--- config.mk ---
export PLATFORM = sky130hd
export DESIGN_NAME = sat_band_accum_flat
export DESIGN_NICKNAME = d
export VERILOG_FILES = /design/src/rtl/eq_pkg.sv /design/src/rtl/sat_band_accum_if.sv /design/src/rtl/sat_clip.sv /design/src/rtl/sat_band_accum.sv /design/src/flat_wrapper.sv
export SDC_FILE = /design/constraint.sdc
export NUM_CORES = 1
export LEC_CHECK = 0
export BUFFER_PORTS_ARGS = -buffer_cell sky130_fd_sc_hd__buf_2
export CORE_MARGIN = 1
export CORE_UTILIZATION = 25
export CTS_CLUSTER_SIZE = 24
export DETAILED_ROUTE_END_ITERATION = 16
export GPL_TIMING_DRIVEN = 0
export HOLD_SLACK_MARGIN = 0.12
export MAX_ROUTING_LAYER = met4
export PLACE_DENSITY = 0.41
export SYNTH_ARGS = -nofsm -noshare
export SYNTH_HDL_FRONTEND = slang
export SYNTH_SLANG_ARGS = --single-unit
--- constraint.sdc ---
create_clock -name clk -period 3.29 [get_ports clk]
set_input_delay 0.1645 -clock clk [delete_from_list [all_inputs] [get_ports clk]]
set_output_delay 0.1645 -clock clk [all_outputs]
set_load 0.1 [all_outputs]
--- src/rtl/eq_pkg.sv ---
// Shared definitions for the equalizer output stage: FSM states, saturation
// mode selectors and a constant-evaluable clog2 used for port widths.
package eq_pkg;

    typedef enum logic {
        ACC  = 1'b0,
        HOLD = 1'b1
    } state_t;

    localparam int SAT_PARTIAL = 0;
    localparam int SAT_FINAL   = 1;

    function automatic int clog2(input int value);
        int r;
        r = 0;
        for (int v = value - 1; v > 0; v = v >> 1) begin
            r++;
        end
        return r;
    endfunction

endpackage

--- src/rtl/sat_band_accum_if.sv ---
// Sample-in / frame-out bus of the band accumulator.
interface sat_band_accum_if #(
    parameter int Width = 16
);
    // Both channels transfer on a cycle where valid && ready is high at the
    // rising edge; a source holds valid and data stable until that happens.
    logic             in_valid;
    logic             in_ready;
    logic [Width-1:0] in_data;
    logic             out_valid;
    logic             out_ready;
    logic [Width-1:0] out_data;
    logic             out_sat;

    modport master (
        output in_valid,
        output in_data,
        output out_ready,
        input  in_ready,
        input  out_valid,
        input  out_data,
        input  out_sat
    );

    modport slave (
        input  in_valid,
        input  in_data,
        input  out_ready,
        output in_ready,
        output out_valid,
        output out_data,
        output out_sat
    );

endinterface

--- src/rtl/sat_clip.sv ---
// Clamps a signed InW-bit value into the signed OutW-bit range and reports
// whether the clamp changed the value.
module sat_clip #(
    parameter int InW  = 17,
    parameter int OutW = 16
) (
    input  logic [InW-1:0]  din,
    output logic [OutW-1:0] dout,
    output logic            clip
);

    localparam int TopW = InW - OutW + 1;

    // The value fits only when every bit from the OutW sign position upward
    // is a copy of the true sign.
    logic [TopW-1:0] top;
    assign top = din[InW-1:OutW-1];

    always_comb begin
        clip = !((top == '0) || (top == '1));
        dout = din[OutW-1:0];
        if (clip) begin
            dout = din[InW-1] ? {1'b1, {(OutW-1){1'b0}}}
                              : {1'b0, {(OutW-1){1'b1}}};
        end
    end

endmodule

--- src/rtl/sat_band_accum.sv ---
// Serial saturating accumulator: sums Bands signed samples per frame and
// offers the clamped frame sum downstream, counting clipped frames.
module sat_band_accum
    import eq_pkg::*;
#(
    parameter int Width    = 16,
    parameter int Bands    = 4,
    parameter int SatMode  = 0,
    parameter int CntWidth = 16
) (
    input  logic                      clk,
    input  logic                      reset,
    sat_band_accum_if.slave           bus,
    input  logic                      clear_count,
    output logic [clog2(Bands)-1:0]   band_idx,
    output logic [CntWidth-1:0]       clip_count,
    output state_t                    fsm_state
);

    localparam int IdxW   = clog2(Bands);
    localparam int GuardW = (SatMode == SAT_FINAL) ? IdxW : 0;
    localparam int AccW   = Width + GuardW;

    state_t            state_q;
    state_t            state_d;
    logic [IdxW-1:0]   band_idx_q;
    logic [AccW-1:0]   acc_q;
    logic [AccW-1:0]   next_acc;
    logic [Width-1:0]  out_data_q;
    logic              out_sat_q;
    logic [CntWidth-1:0] clip_count_q;
    logic [Width-1:0]  frame_data;
    logic              frame_sat;
    logic              in_ready_c;
    logic              out_valid_c;
    logic              beat;
    logic              first_band;
    logic              last_band;

    assign beat       = bus.in_valid && (state_q == ACC);
    assign first_band = (band_idx_q == '0);
    assign last_band  = (band_idx_q == IdxW'(Bands - 1));

    always_comb begin
        state_d     = state_q;
        in_ready_c  = 1'b0;
        out_valid_c = 1'b0;
        case (state_q)
            ACC: begin
                in_ready_c = 1'b1;
                if (bus.in_valid && last_band) begin
                    state_d = HOLD;
                end
            end
            HOLD: begin
                out_valid_c = 1'b1;
                if (bus.out_ready) begin
                    state_d = ACC;
                end
            end
            default: state_d = ACC;
        endcase
    end

    always_ff @(posedge clk) begin
        if (reset) begin
            state_q <= ACC;
        end else begin
            state_q <= state_d;
        end
    end

    if (SatMode == SAT_PARTIAL) begin : g_partial
        logic [Width:0]   raw_sum;
        logic [Width-1:0] clip_sum;
        logic             add_clip;
        logic             beat_clip;
        logic             clip_q;

        // One extra bit is enough to hold any two-operand sum before clamping.
        assign raw_sum = {acc_q[Width-1], acc_q} + {bus.in_data[Width-1], bus.in_data};

        sat_clip #(
            .InW  (Width + 1),
            .OutW (Width)
        ) u_clip (
            .din  (raw_sum),
            .dout (clip_sum),
            .clip (add_clip)
        );

        assign beat_clip  = first_band ? 1'b0 : add_clip;
        assign next_acc   = first_band ? bus.in_data : clip_sum;
        assign frame_data = next_acc;
        assign frame_sat  = clip_q | beat_clip;

        // Sticky per-frame record of any partial sum that clipped.
        always_ff @(posedge clk) begin
            if (reset) begin
                clip_q <= 1'b0;
            end else if (beat) begin
                clip_q <= last_band ? 1'b0 : (clip_q | beat_clip);
            end
        end
    end else begin : g_final
        logic [AccW-1:0] wide_in;
        logic [AccW-1:0] wide_sum;

        assign wide_in  = {{GuardW{bus.in_data[Width-1]}}, bus.in_data};
        assign wide_sum = acc_q + wide_in;
        assign next_acc = first_band ? wide_in : wide_sum;

        sat_clip #(
            .InW  (AccW),
            .OutW (Width)
        ) u_clip (
            .din  (next_acc),
            .dout (frame_data),
            .clip (frame_sat)
        );
    end

    always_ff @(posedge clk) begin
        if (reset) begin
            band_idx_q <= '0;
            acc_q      <= '0;
            out_data_q <= '0;
            out_sat_q  <= 1'b0;
        end else if (beat) begin
            if (last_band) begin
                band_idx_q <= '0;
                acc_q      <= '0;
                out_data_q <= frame_data;
                out_sat_q  <= frame_sat;
            end else begin
                band_idx_q <= band_idx_q + IdxW'(1);
                acc_q      <= next_acc;
            end
        end
    end

    // A clear wins over a clipped frame landing in the same cycle.
    always_ff @(posedge clk) begin
        if (reset || clear_count) begin
            clip_count_q <= '0;
        end else if (beat && last_band && frame_sat && (clip_count_q != '1)) begin
            clip_count_q <= clip_count_q + CntWidth'(1);
        end
    end

    assign bus.in_ready  = in_ready_c;
    assign bus.out_valid = out_valid_c;
    assign bus.out_data  = out_data_q;
    assign bus.out_sat   = out_sat_q;
    assign band_idx      = band_idx_q;
    assign clip_count    = clip_count_q;
    assign fsm_state     = state_q;

endmodule

--- src/flat_wrapper.sv ---
// flat-port wrapper written by rule: the top's interface ports become plain ports
module sat_band_accum_flat import eq_pkg::*;
#(
    parameter int Width    = 16,
    parameter int Bands    = 4,
    parameter int SatMode  = 0,
    parameter int CntWidth = 16
)
  (clk, reset, clear_count, band_idx, clip_count, fsm_state, bus_in_valid, bus_in_data, bus_out_ready, bus_in_ready, bus_out_valid, bus_out_data, bus_out_sat);
  sat_band_accum_if #(.Width(Width)) bus_i ();
  input  logic clk;
  input  logic reset;
  input  logic clear_count;
  output logic [clog2(Bands)-1:0] band_idx;
  output logic [CntWidth-1:0] clip_count;
  output state_t fsm_state;
  input wire logic [$bits(bus_i.in_valid)-1:0] bus_in_valid;
  input wire logic [$bits(bus_i.in_data)-1:0] bus_in_data;
  input wire logic [$bits(bus_i.out_ready)-1:0] bus_out_ready;
  output wire logic [$bits(bus_i.in_ready)-1:0] bus_in_ready;
  output wire logic [$bits(bus_i.out_valid)-1:0] bus_out_valid;
  output wire logic [$bits(bus_i.out_data)-1:0] bus_out_data;
  output wire logic [$bits(bus_i.out_sat)-1:0] bus_out_sat;
  assign bus_i.in_valid = bus_in_valid;
  assign bus_i.in_data = bus_in_data;
  assign bus_i.out_ready = bus_out_ready;
  assign bus_in_ready = bus_i.in_ready;
  assign bus_out_valid = bus_i.out_valid;
  assign bus_out_data = bus_i.out_data;
  assign bus_out_sat = bus_i.out_sat;
  sat_band_accum #(.Width(Width), .Bands(Bands), .SatMode(SatMode), .CntWidth(CntWidth)) u_core (.clk(clk), .reset(reset), .bus(bus_i), .clear_count(clear_count), .band_idx(band_idx), .clip_count(clip_count), .fsm_state(fsm_state));
endmodule
==> reports/qor.yml <==
worstPathMaxFanout: 6
r2r_start: "u_core.acc_q[0]$_SDFFE_PP0P_"
slowest_stage: "a2111oi_4"
grt.overflow.total: 0
netlist_area_mm2: 0.00340
synth_top_area_share_pct: 31.2
grt_max_degree: 17
antennaDiodeCount: 0
yosysSeqAreaShare_pct: 31.2
powerDensity_mw_per_mm2: 430
postSynthNetCount: 460
dr_total_vias: 3419
dpl.hpwl_um: 8290
top_layer_used: "met4"
h-tree-depth: 2
status: "finished, final reports clean"
stdcell_area_mm2: 0.00421
crit_family: "compound AO/OA/AOI/OAI gates"
routedWlPerCell_um: 16.8
final_common_cell: "buf_2"
clock_latency_ns: 0.31
drc: 0
min_from: "bus_in_data[14]"
area_growth_pct: 23.8
wl_um: 11200
cp_slowest_stage_delay_ns: 0.44
fp.coreArea_mm2: 0.0132
fmax_mhz: 312
hold_path.class: "in -> reg"
synth_warnings: 0
ioPinCount: 59
drtIter0Drc: 208
timing.final.crit_share_pct: 97.4
cts.sinks: 53
worstSetupEndpointType: "flip-flop"
finalHoldViolations: 0
initial_core_util_pct: 25.7
dieArea_mm2: 0.0141
drv_cap: 0
gp_congestion: 0.826
viasPerCell: 5.14
dpl_cell_area_mm2: 0.00391
relSlewSlack_pct: 41.0
cts_tree: "done"
path_cells: "ha_1, fa_2, a211oi_2, o211ai_1, a211o_1, a31oi_4, buf_4, a31oi_4, a2111oi_4, or3_4, a21oi_1"
cts_made_buffers: 5
synth_seq_cells: 53
grt_pass1_wl_um: 17500
die_h_um: 119
num-fill-cells: 1468
drive_above_1_share_pct: 20.0
setup_viol_count_final: 0
fin_skew_ns: 0.0129
antenna_found_initial: 0
tightest_slew_ns: 0.879
met2RoutedLength_um: 4850
synth_top_area_cell: "dfxtp_1"
final_cell_mix: "buf_2 (58), dfxtp_1 (53), a21oi_1 (47)"
grt_setup_unrepaired: "yes"
p_leak_nw: 1.70
synthAdderAreaFrac_pct: 7.58
maxSlewViolCount: 0
yosys.cell_types.count: 56
path_class: "reg -> reg"
fp.dieW_um: 119
cp_common_cell: "a31oi_4"
clkSlewWorstSetupHoldPaths_ns: 0.07
synth-simple-area-share_pct: 22.8
fin_nets: 529
grt_pass1_vias: 3152
synth_area_per_cell_um2: 8.11
first_pass_iters: 5
cts_root_buf: "clkbuf_16"
ant_nets: 0
synth_cells: 419
std_cell_rows: 42
synth_mux_area_share_pct: 0.884
synth_xor_area_share_pct: 4.12
startpoint_type: "flip-flop"
worst-path-buf-inv: 1
io_buffer_count: 58
required_ns: 3.47
worstPathArrival_ns: 3.38
synthTopCellsByArea: "dfxtp_1 (31%), a21oi_1 (7.2%), ha_1 (7.0%)"
fin_crit_ns: 3.20
wl_met3_um: 491
clk_path_buf_depth: 2
max-vdd-ir-drop_mv: 0.171
synth_top_family_by_area: "compound AO/OA/AOI/OAI gates"
track_usage_pct: 16.7
crit_start: "u_core.acc_q[0]$_SDFFE_PP0P_"
wl_met1_um: 5530
synth-compound-area-share_pct: 29.6
final_util_pct: 31.8
-- synth_stat cells, drive strengths merged --
cell type	instances
dfxtp	53
nand3	17
mux2i	3
buf	7
o21ai	27
or4	7
and2	4
a21boi	1
a32oi	1
o41ai	5
nand2b	10
fa	1
o211ai	5
nor4b	1
o2111ai	2
a211oi	5
and4	2
nand4	2
and3	12
nand2	47
nor2b	2
a31o	2
a2111oi	4
o311ai	1
nand4b	1
o21bai	1
a311o	1
inv	11
xnor2	11
o31ai	12
ha	19
a211o	1
a32o	12
or3	10
a31oi	5
o221ai	1
a311oi	1
a21o	6
or2	1
nor2	25
clkbuf	13
nor3	11
a21oi	50
a22oi	1
xor2	5
-- layer usage --
layer | global-route usage (%) | vias to the layer above
li1 | - | 1717
met1 | 22.4 | 1608
met2 | 24.5 | 77
met3 | 3.28 | 17
met4 | 6.33 | 0
met5 | - | -
-- path summary, 6_finish.rpt --
check | endpoint | depth (start not counted) | slack [ns]
setup / recovery | u_core.bus.out_data[9]$_SDFFE_PP0P_ | 11 | 0.09
hold / removal | u_core.acc_q[14]$_SDFFE_PP0P_ | 3 | 0.15
setup reg to reg | u_core.bus.out_data[9]$_SDFFE_PP0P_ | 11 | 0.09
hold reg to reg | u_core.bus.out_data[12]$_SDFFE_PP0P_ | 2 | 0.46
-- logic make-up (layout without fill, tap and decap cells) --
logic type,after synthesis,after routing
xor gates and xnor gates,16,16
adders and majority gates,20,20
buffers and inverters,31,101
muxes,3,3
DFF,53,53
AOI/OAI and AO/OA,144,144
and+or+nand+nor,152,152
-- area by class of cell --
class / count / area, um^2 / area share (%)
Timing Repair Buffer: 62 / 323 / 7.67
Buffer: 20 / 90.1 / 2.14
Sequential cell: 53 / 1060 / 25.2
Clock inverter: 2 / 13.8 / 0.327
Inverter: 11 / 41.3 / 0.981
Multi-Input combinational cell: 335 / 2320 / 55.1
Clock buffer: 6 / 139 / 3.30
Tap cell: 176 / 220 / 5.23
-- flip-flops by register name, indices dropped and copies added, names as in the netlist --
name                     cells
u_core.band_idx              2
u_core.fsm_state             1
u_core.clip_count           16
u_core.bus.out_sat           1
u_core.g_partial.clip_q      1
u_core.bus.out_data         16
u_core.acc_q                16
-- where the power goes --
group	leakage, nW	switching [W]	total [W]	internal, W
Clock	0.0768	0.000267	0.000571	0.000304
Sequential	0.431	0.0000155	0.000682	0.000667
Combinational	1.19	0.000357	0.000556	0.000198
-- worst min-delay path, cell delays in order --
cell	delay (ns)
buf_2	0.11
a32oi_1	0.08
o21ai_0	0.06
-- stage by stage --
step                total power, W  hold slack [ns]  setup TNS [ns]  setup WS [ns]  instances
floorplan                  0.00107            0.311               0          0.328        419
global placement           0.00120            0.428           -5.35         -0.318        653
detailed placement         0.00120            0.434           -5.07         -0.312        653
CTS                        0.00180            0.143               0         0.0213        663
global route               0.00191            0.168          -0.148        -0.0414        665
finish                     0.00181            0.149               0         0.0862        665
-- repair_timing --
item                                    4_1_cts  5_1_grt
buffers inserted                              1        2
pin swaps                                     1        5
endpoints found under the setup margin       37       36
endpoints found under the hold margin         1        0
hold buffers                                  1        0
resized for setup                             4       13
Power figures use the tool's default switching activity.
